File: src/rtl/a2d_spi_intf.sv
// SPI master for the 8-channel 12-bit A2D: one command frame, a one-SCLK-period gap,
// then one read frame whose low 12 bits become the conversion result.
module a2d_spi_intf #(
    parameter int unsigned SCLK_W     = 5,
    parameter int unsigned FRAME_BITS = 16
) (
    input  logic        clk,
    input  logic        rst,
    input  logic        start_conv,
    input  logic [2:0]  chnnl,
    output logic        cnv_cmplt,
    output logic [11:0] A2D_res,
    output logic        SS_n,
    output logic        SCLK,
    output logic        MOSI,
    input  logic        MISO
);

    localparam int unsigned P  = 2 ** SCLK_W;
    localparam int unsigned CW = SCLK_W + 5;
    localparam logic [CW-1:0] SclkEnd  = CW'(FRAME_BITS * P);
    localparam logic [CW-1:0] FrameEnd = CW'(FRAME_BITS * P + P / 2);
    localparam logic [CW-1:0] GapEnd   = CW'(P);

    typedef enum logic [1:0] {StIdle, StFrm1, StGap, StFrm2} state_e;

    state_e                  state_q, state_d;
    logic [CW-1:0]           cnt_q, cnt_d, cnt_nxt;
    logic [FRAME_BITS-1:0]   tx_q, tx_d;
    logic [11:0]             rx_q, rx_d;
    logic [11:0]             res_q, res_d;
    logic                    cmplt_q, cmplt_d;
    logic                    ss_n_q, ss_n_d;
    logic                    sclk_q, sclk_d;
    logic                    mosi_q, mosi_d;

    always_ff @(posedge clk or posedge rst) begin
        if (rst) begin
            state_q <= StIdle;
            cnt_q   <= '0;
            tx_q    <= '0;
            rx_q    <= '0;
            res_q   <= '0;
            cmplt_q <= 1'b0;
            ss_n_q  <= 1'b1;
            sclk_q  <= 1'b1;
            mosi_q  <= 1'b0;
        end else begin
            state_q <= state_d;
            cnt_q   <= cnt_d;
            tx_q    <= tx_d;
            rx_q    <= rx_d;
            res_q   <= res_d;
            cmplt_q <= cmplt_d;
            ss_n_q  <= ss_n_d;
            sclk_q  <= sclk_d;
            mosi_q  <= mosi_d;
        end
    end

    always_comb begin
        state_d = state_q;
        cnt_d   = cnt_q;
        tx_d    = tx_q;
        rx_d    = rx_q;
        res_d   = res_q;
        cmplt_d = cmplt_q;
        ss_n_d  = ss_n_q;
        sclk_d  = 1'b1;
        mosi_d  = mosi_q;
        cnt_nxt = cnt_q + CW'(1);

        unique case (state_q)
            StIdle: begin
                mosi_d = 1'b0;
                if (start_conv) begin
                    state_d = StFrm1;
                    cnt_d   = '0;
                    ss_n_d  = 1'b0;
                    tx_d    = {2'b00, chnnl, 11'h000};
                    rx_d    = '0;
                    cmplt_d = 1'b0;
                end
            end
            StFrm1, StFrm2: begin
                cnt_d = cnt_nxt;
                if (cnt_nxt == FrameEnd) begin
                    ss_n_d = 1'b1;
                    mosi_d = 1'b0;
                    cnt_d  = '0;
                    if (state_q == StFrm1) begin
                        state_d = StGap;
                    end else begin
                        state_d = StIdle;
                        res_d   = rx_q;
                        cmplt_d = 1'b1;
                    end
                end else begin
                    // SCLK low in the second half of each period, for the first 16 periods only
                    sclk_d = !((cnt_nxt < SclkEnd) && cnt_nxt[SCLK_W-1]);
                    if (sclk_q && !sclk_d) begin
                        mosi_d = tx_q[FRAME_BITS-1];
                        tx_d   = tx_q << 1;
                    end
                    // Only 12 bits are kept; the upper 4 received bits fall off the top
                    if (!sclk_q && sclk_d) begin
                        rx_d = {rx_q[10:0], MISO};
                    end
                end
            end
            StGap: begin
                cnt_d = cnt_nxt;
                if (cnt_nxt == GapEnd) begin
                    state_d = StFrm2;
                    cnt_d   = '0;
                    ss_n_d  = 1'b0;
                    tx_d    = '0;
                    rx_d    = '0;
                end
            end
            default: state_d = StIdle;
        endcase
    end

    assign cnv_cmplt = cmplt_q;
    assign A2D_res   = res_q;
    assign SS_n      = ss_n_q;
    assign SCLK      = sclk_q;
    assign MOSI      = mosi_q;

endmodule

File: config.mk
export PLATFORM = sky130hd
export DESIGN_NAME = a2d_spi_intf
export DESIGN_NICKNAME = d
export VERILOG_FILES = /design/src/rtl/a2d_spi_intf.sv
export SDC_FILE = /design/constraint.sdc
export NUM_CORES = 1
export LEC_CHECK = 0
export ABC_CLOCK_PERIOD_IN_PS = 5200
export BUFFER_PORTS_ARGS = -buffer_cell sky130_fd_sc_hd__buf_2
export CORE_ASPECT_RATIO = 1.2
export CORE_UTILIZATION = 45
export CTS_CLUSTER_SIZE = 16
export DETAILED_ROUTE_END_ITERATION = 10
export GPL_TIMING_DRIVEN = 0
export MAX_ROUTING_LAYER = met4
export PLACE_DENSITY_LB_ADDON = 0.3
export SLEW_MARGIN = 0
export SYNTH_ARGS = -nofsm -noshare
export SYNTH_HDL_FRONTEND = slang
export SYNTH_SLANG_ARGS = --single-unit
File: constraint.sdc
create_clock -name clk -period 5.2 [get_ports clk]
set_clock_uncertainty 0.05 [all_clocks]
set_input_delay 0.52 -clock clk [delete_from_list [all_inputs] [get_ports clk]]
set_output_delay 0.52 -clock clk [all_outputs]
set_load 0.01 [all_outputs]
==> parameters.txt <==
Parameter                              Value

Synth
  Number of synthesized register bits    45
  XOR/XNOR Fraction of Synth Area    0.377%
  Library cell occupying the most area in the post-synthesis netlist    sky130_fd_sc_hd__dfrtp_1
  Area share of the largest cell type after synthesis    46.4%
  Top flip-flop cell by instance count after synthesis    sky130_fd_sc_hd__dfrtp_1
  Synth Net Count    between 200 and 250
  Share of flip-flops with an asynchronous set or reset    100%
  Part of the Yosys area used for sequential elements    roughly 49%
  Dominant combinational cell family by area after synthesis    compound AO/OA/AOI/OAI gates
  Cell types occupying the most area after synthesis    sky130_fd_sc_hd__dfrtp_1 (46%), sky130_fd_sc_hd__mux2_4 (6.5%), sky130_fd_sc_hd__a22o_1 (4.9%)
  Count of flip-flops with a built-in enable after synthesis    0
  Yosys cell types    54
  Proportion of synthesized area in mux cells    between 10% and 20%
  Synthesized netlist cell count    ~210
  Adder and majority cell fraction of the synthesized area    3.77%
  Warnings, synthesis    0
  Area fraction in compound gates after synthesis    about 17%
  Netlist area before placement    approximately 0.0023 mm^2
  Mean Syn Cell Area    about 11 um^2
  Post-synthesis share of cell area spent on and, or, nand and nor gates    14.8%

Cells and area
  Utilization after layout    between 50% and 60%
  Fraction of final layout cells sized beyond drive strength 1    about 29%
  Nets@finish    251
  N_diodes    0
  Finished Cell Area    approximately 0.0026 mm^2
  Synthesis-to-finish area growth    14.0%
  Final Instance Count excl. Fillers    298

Drt
  WL/cell    13.6 um
  Via density    between 5 and 6
  Number of remaining DRC errors    0
  Antenna-violating nets left    0
  Number of DRC violations after detailed-routing iteration 0    35
  Via count of the routed design    1608
  Total iterations of the first detailed-routing run    4
  Final routed wirelength across all metal layers    roughly 4 mm

Clock tree
  Sinks on Clock Net    45
  CTS tree    yes
  Count of buffers added by post-CTS timing repair for setup    0
  # resized after CTS    0
  Number of buffers added by the clock tree synthesis step    5
  Clock latency of the later-clocked register in the worst-skew pair    roughly 0.30 ns
  H-tree depth    2
  Clock tree root buffer cell    sky130_fd_sc_hd__clkbuf_8
  CTS hold repair buffers    0
  Buffers from clock root to sink, at most    2
  CTS clk-pin slew, worst paths    ~0.10 ns

Global routing
  Number of global-route vias before repair    1474
  Wire length of the first global-routing pass    between 6 and 7 mm
  Global-route total usage across every layer    between 10% and 20%
  Initial antenna violation count    0
  Total gr overflow    0
  Largest net degree at the start of global routing    42

Flow run
  Max-capacitance violation count    0

Critical path
  Crit end category    register
  Maximum fanout along the worst path    10
  Cell chain of the critical path    nand3_1, buf_2, nor3_2, o221ai_1, a21oi_2, a21boi_2, mux2_1
  Cell count of the worst reg-to-reg path    7
  Largest stage delay on the critical path    ~0.44 ns
  Worst Path Arrival    approximately 2.6 ns
  Worst Path Required    ~5.3 ns
  Worst setup path category    register to register
  Slowest stage cell on the critical path    sky130_fd_sc_hd__dfrtp_1
  Worst Setup Start Kind    register

Timing
  Final hold viol count    0
  Share of the clock period used by the worst path    about half
  Relative slew margins    roughly two thirds
  Unrepaired setup endpoints after global routing    false
  Min Clock Period, post-route    2.52 ns
  Peak clock frequency supported by timing    between 0.3 and 0.4 GHz
  Final number of max-transition violations    0
  Setup-violating endpoint count in the final report    0
  Transition time of the tightest slew-check pin    between 0.5 and 0.6 ns
  Setup TNS Final    0 ns

Placed design
  Hpwl dp    between 2 and 3 mm
  Number of cells after detailed placement    290
  Instance area after placement    approximately 0.0025 mm^2
  IO buf count    22
  Routability congestion estimate from global placement    approximately 0.85

Die
  Effective utilization at floorplan    47.0%
  Number of primary I/O pins    23
  Floorplan row count    28
  Area of the placeable core    slightly below 0.005 mm^2
  Die X    about 68 um
  Vertical die dimension    between 80 and 90 um
  Die area    between 0.005 and 0.006 mm^2

Power
  Power density over the cells    around 240 mW/mm^2
  Power, Total    0.638 mW
  Total leakage power    1.27 nW
  Worst IR Drop VDD    0.120 mV

Worst hold path
  Classification of the worst-slack hold path    primary input to asynchronous set/reset pin

Run status
  Outcome    finished clean
==> flip-flops by register name, summed over array words and instances (netlist names), 2 cells and up <==
register	cells
state_q	2
A2D_res	12
rx_q	12
tx_q	5
cnt_q	10
==> critical path, delay by kind of cell (launching register included) <==
family	cells	cell delay (ns)
AO/OA/AOI/OAI	3	0.96
buffers and inverters	1	0.21
flip-flops	1	0.44
multiplexers	1	0.37
AND/OR/NAND/NOR	2	0.35
==> final cells by class <==
type	count	area [um^2]
Fill cell	434	2290
Sequential cell	45	1130
Multi-Input combinational cell	141	1080
Timing Repair Buffer	23	130
Clock buffer	6	82.6
Tap cell	60	75.1
Buffer	10	68.8
Inverter	11	41.3
Clock inverter	2	37.5
==> cell usage in the layout (no fill, tap or decap), drive strengths merged, types with 5 or more instances in the layout <==
cell / count
a21oi: 9
a22o: 13
buf: 31
clkbuf: 8
dfrtp: 43
ha: 7
inv: 11
mux2: 15
mux2i: 5
nand2: 23
nand3: 6
nor2: 12
nor3: 5
o21ai: 8
==> per-layer routing <==
layer / share of wire [%] / GRT usage [%]
met5: 0 / -
met4: 0.42 / 3.19
met3: 3.9 / 3.55
met2: 48 / 26.5
met1: 48 / 21.2
==> final timing paths <==
| kind | start | slack, ns | to |
|---|---|---|---|
| setup / recovery | cnt_q[0]$_DFFE_PP0P_ | 2.68 | tx_q[13]$_DFFE_PP0P_ |
| hold / removal | rst | 0.04 | A2D_res[7]$_DFFE_PP0P_ |
| setup reg to reg | cnt_q[0]$_DFFE_PP0P_ | 2.68 | tx_q[13]$_DFFE_PP0P_ |
| hold reg to reg | A2D_res[9]$_DFFE_PP0P_ | 0.44 | A2D_res[9]$_DFFE_PP0P_ |
| max in group asynchronous | rst | 4.57 | SCLK$_DFF_PP1_ |
| min in group clk | MISO | 0.41 | rx_q[0]$_DFFE_PP0P_ |
==> power by group <==
group / switching (mW) / internal (mW)
Combinational: 0.00752 / 0.00352
Clock: 0.120 / 0.156
Sequential: 0.000322 / 0.350
==> per-stage QoR <==
stage / worst slack, ns / hold WS (ns)
2_1_floorplan: 3.05 / 0.408
3_3_place_gp: 2.76 / 0.421
3_5_place_dp: 2.70 / 0.355
4_1_cts: 2.67 / 0.0336
5_1_grt: 2.56 / 0.0358
6_report: 2.68 / 0.0406
==> cell families (layout without fill, tap and decap cells) <==
group	Yosys count	in the layout
flops	45	45
xor+xnor	1	1
fa+ha+maj	7	7
buf+inv	21	52
mux	20	20
simple gates	63	63
compound gates	50	50
==> Yosys cell counts, types with 2 or more instances <==
| master | n |
|---|---|
| sky130_fd_sc_hd__buf_2 | 4 |
| sky130_fd_sc_hd__dfstp_2 | 2 |
| sky130_fd_sc_hd__dfrtp_1 | 43 |
| sky130_fd_sc_hd__o211ai_1 | 2 |
| sky130_fd_sc_hd__nor2b_1 | 2 |
| sky130_fd_sc_hd__nor2_1 | 12 |
| sky130_fd_sc_hd__nand3_1 | 6 |
| sky130_fd_sc_hd__nor3_1 | 3 |
| sky130_fd_sc_hd__buf_6 | 2 |
| sky130_fd_sc_hd__a22o_1 | 13 |
| sky130_fd_sc_hd__o31ai_1 | 2 |
| sky130_fd_sc_hd__o21a_1 | 2 |
| sky130_fd_sc_hd__a21oi_1 | 7 |
| sky130_fd_sc_hd__nand2_1 | 22 |
| sky130_fd_sc_hd__mux2_4 | 10 |
| sky130_fd_sc_hd__ha_1 | 7 |
| sky130_fd_sc_hd__o22ai_1 | 3 |
| sky130_fd_sc_hd__or3_1 | 3 |
| sky130_fd_sc_hd__mux2i_1 | 5 |
| sky130_fd_sc_hd__mux2_1 | 5 |
| sky130_fd_sc_hd__o21ai_0 | 6 |
| sky130_fd_sc_hd__clkbuf_1 | 2 |
| sky130_fd_sc_hd__a21oi_2 | 2 |
| sky130_fd_sc_hd__inv_1 | 11 |
| sky130_fd_sc_hd__nor3_2 | 2 |
No activity file was read; power rests on OpenSTA's default activity.
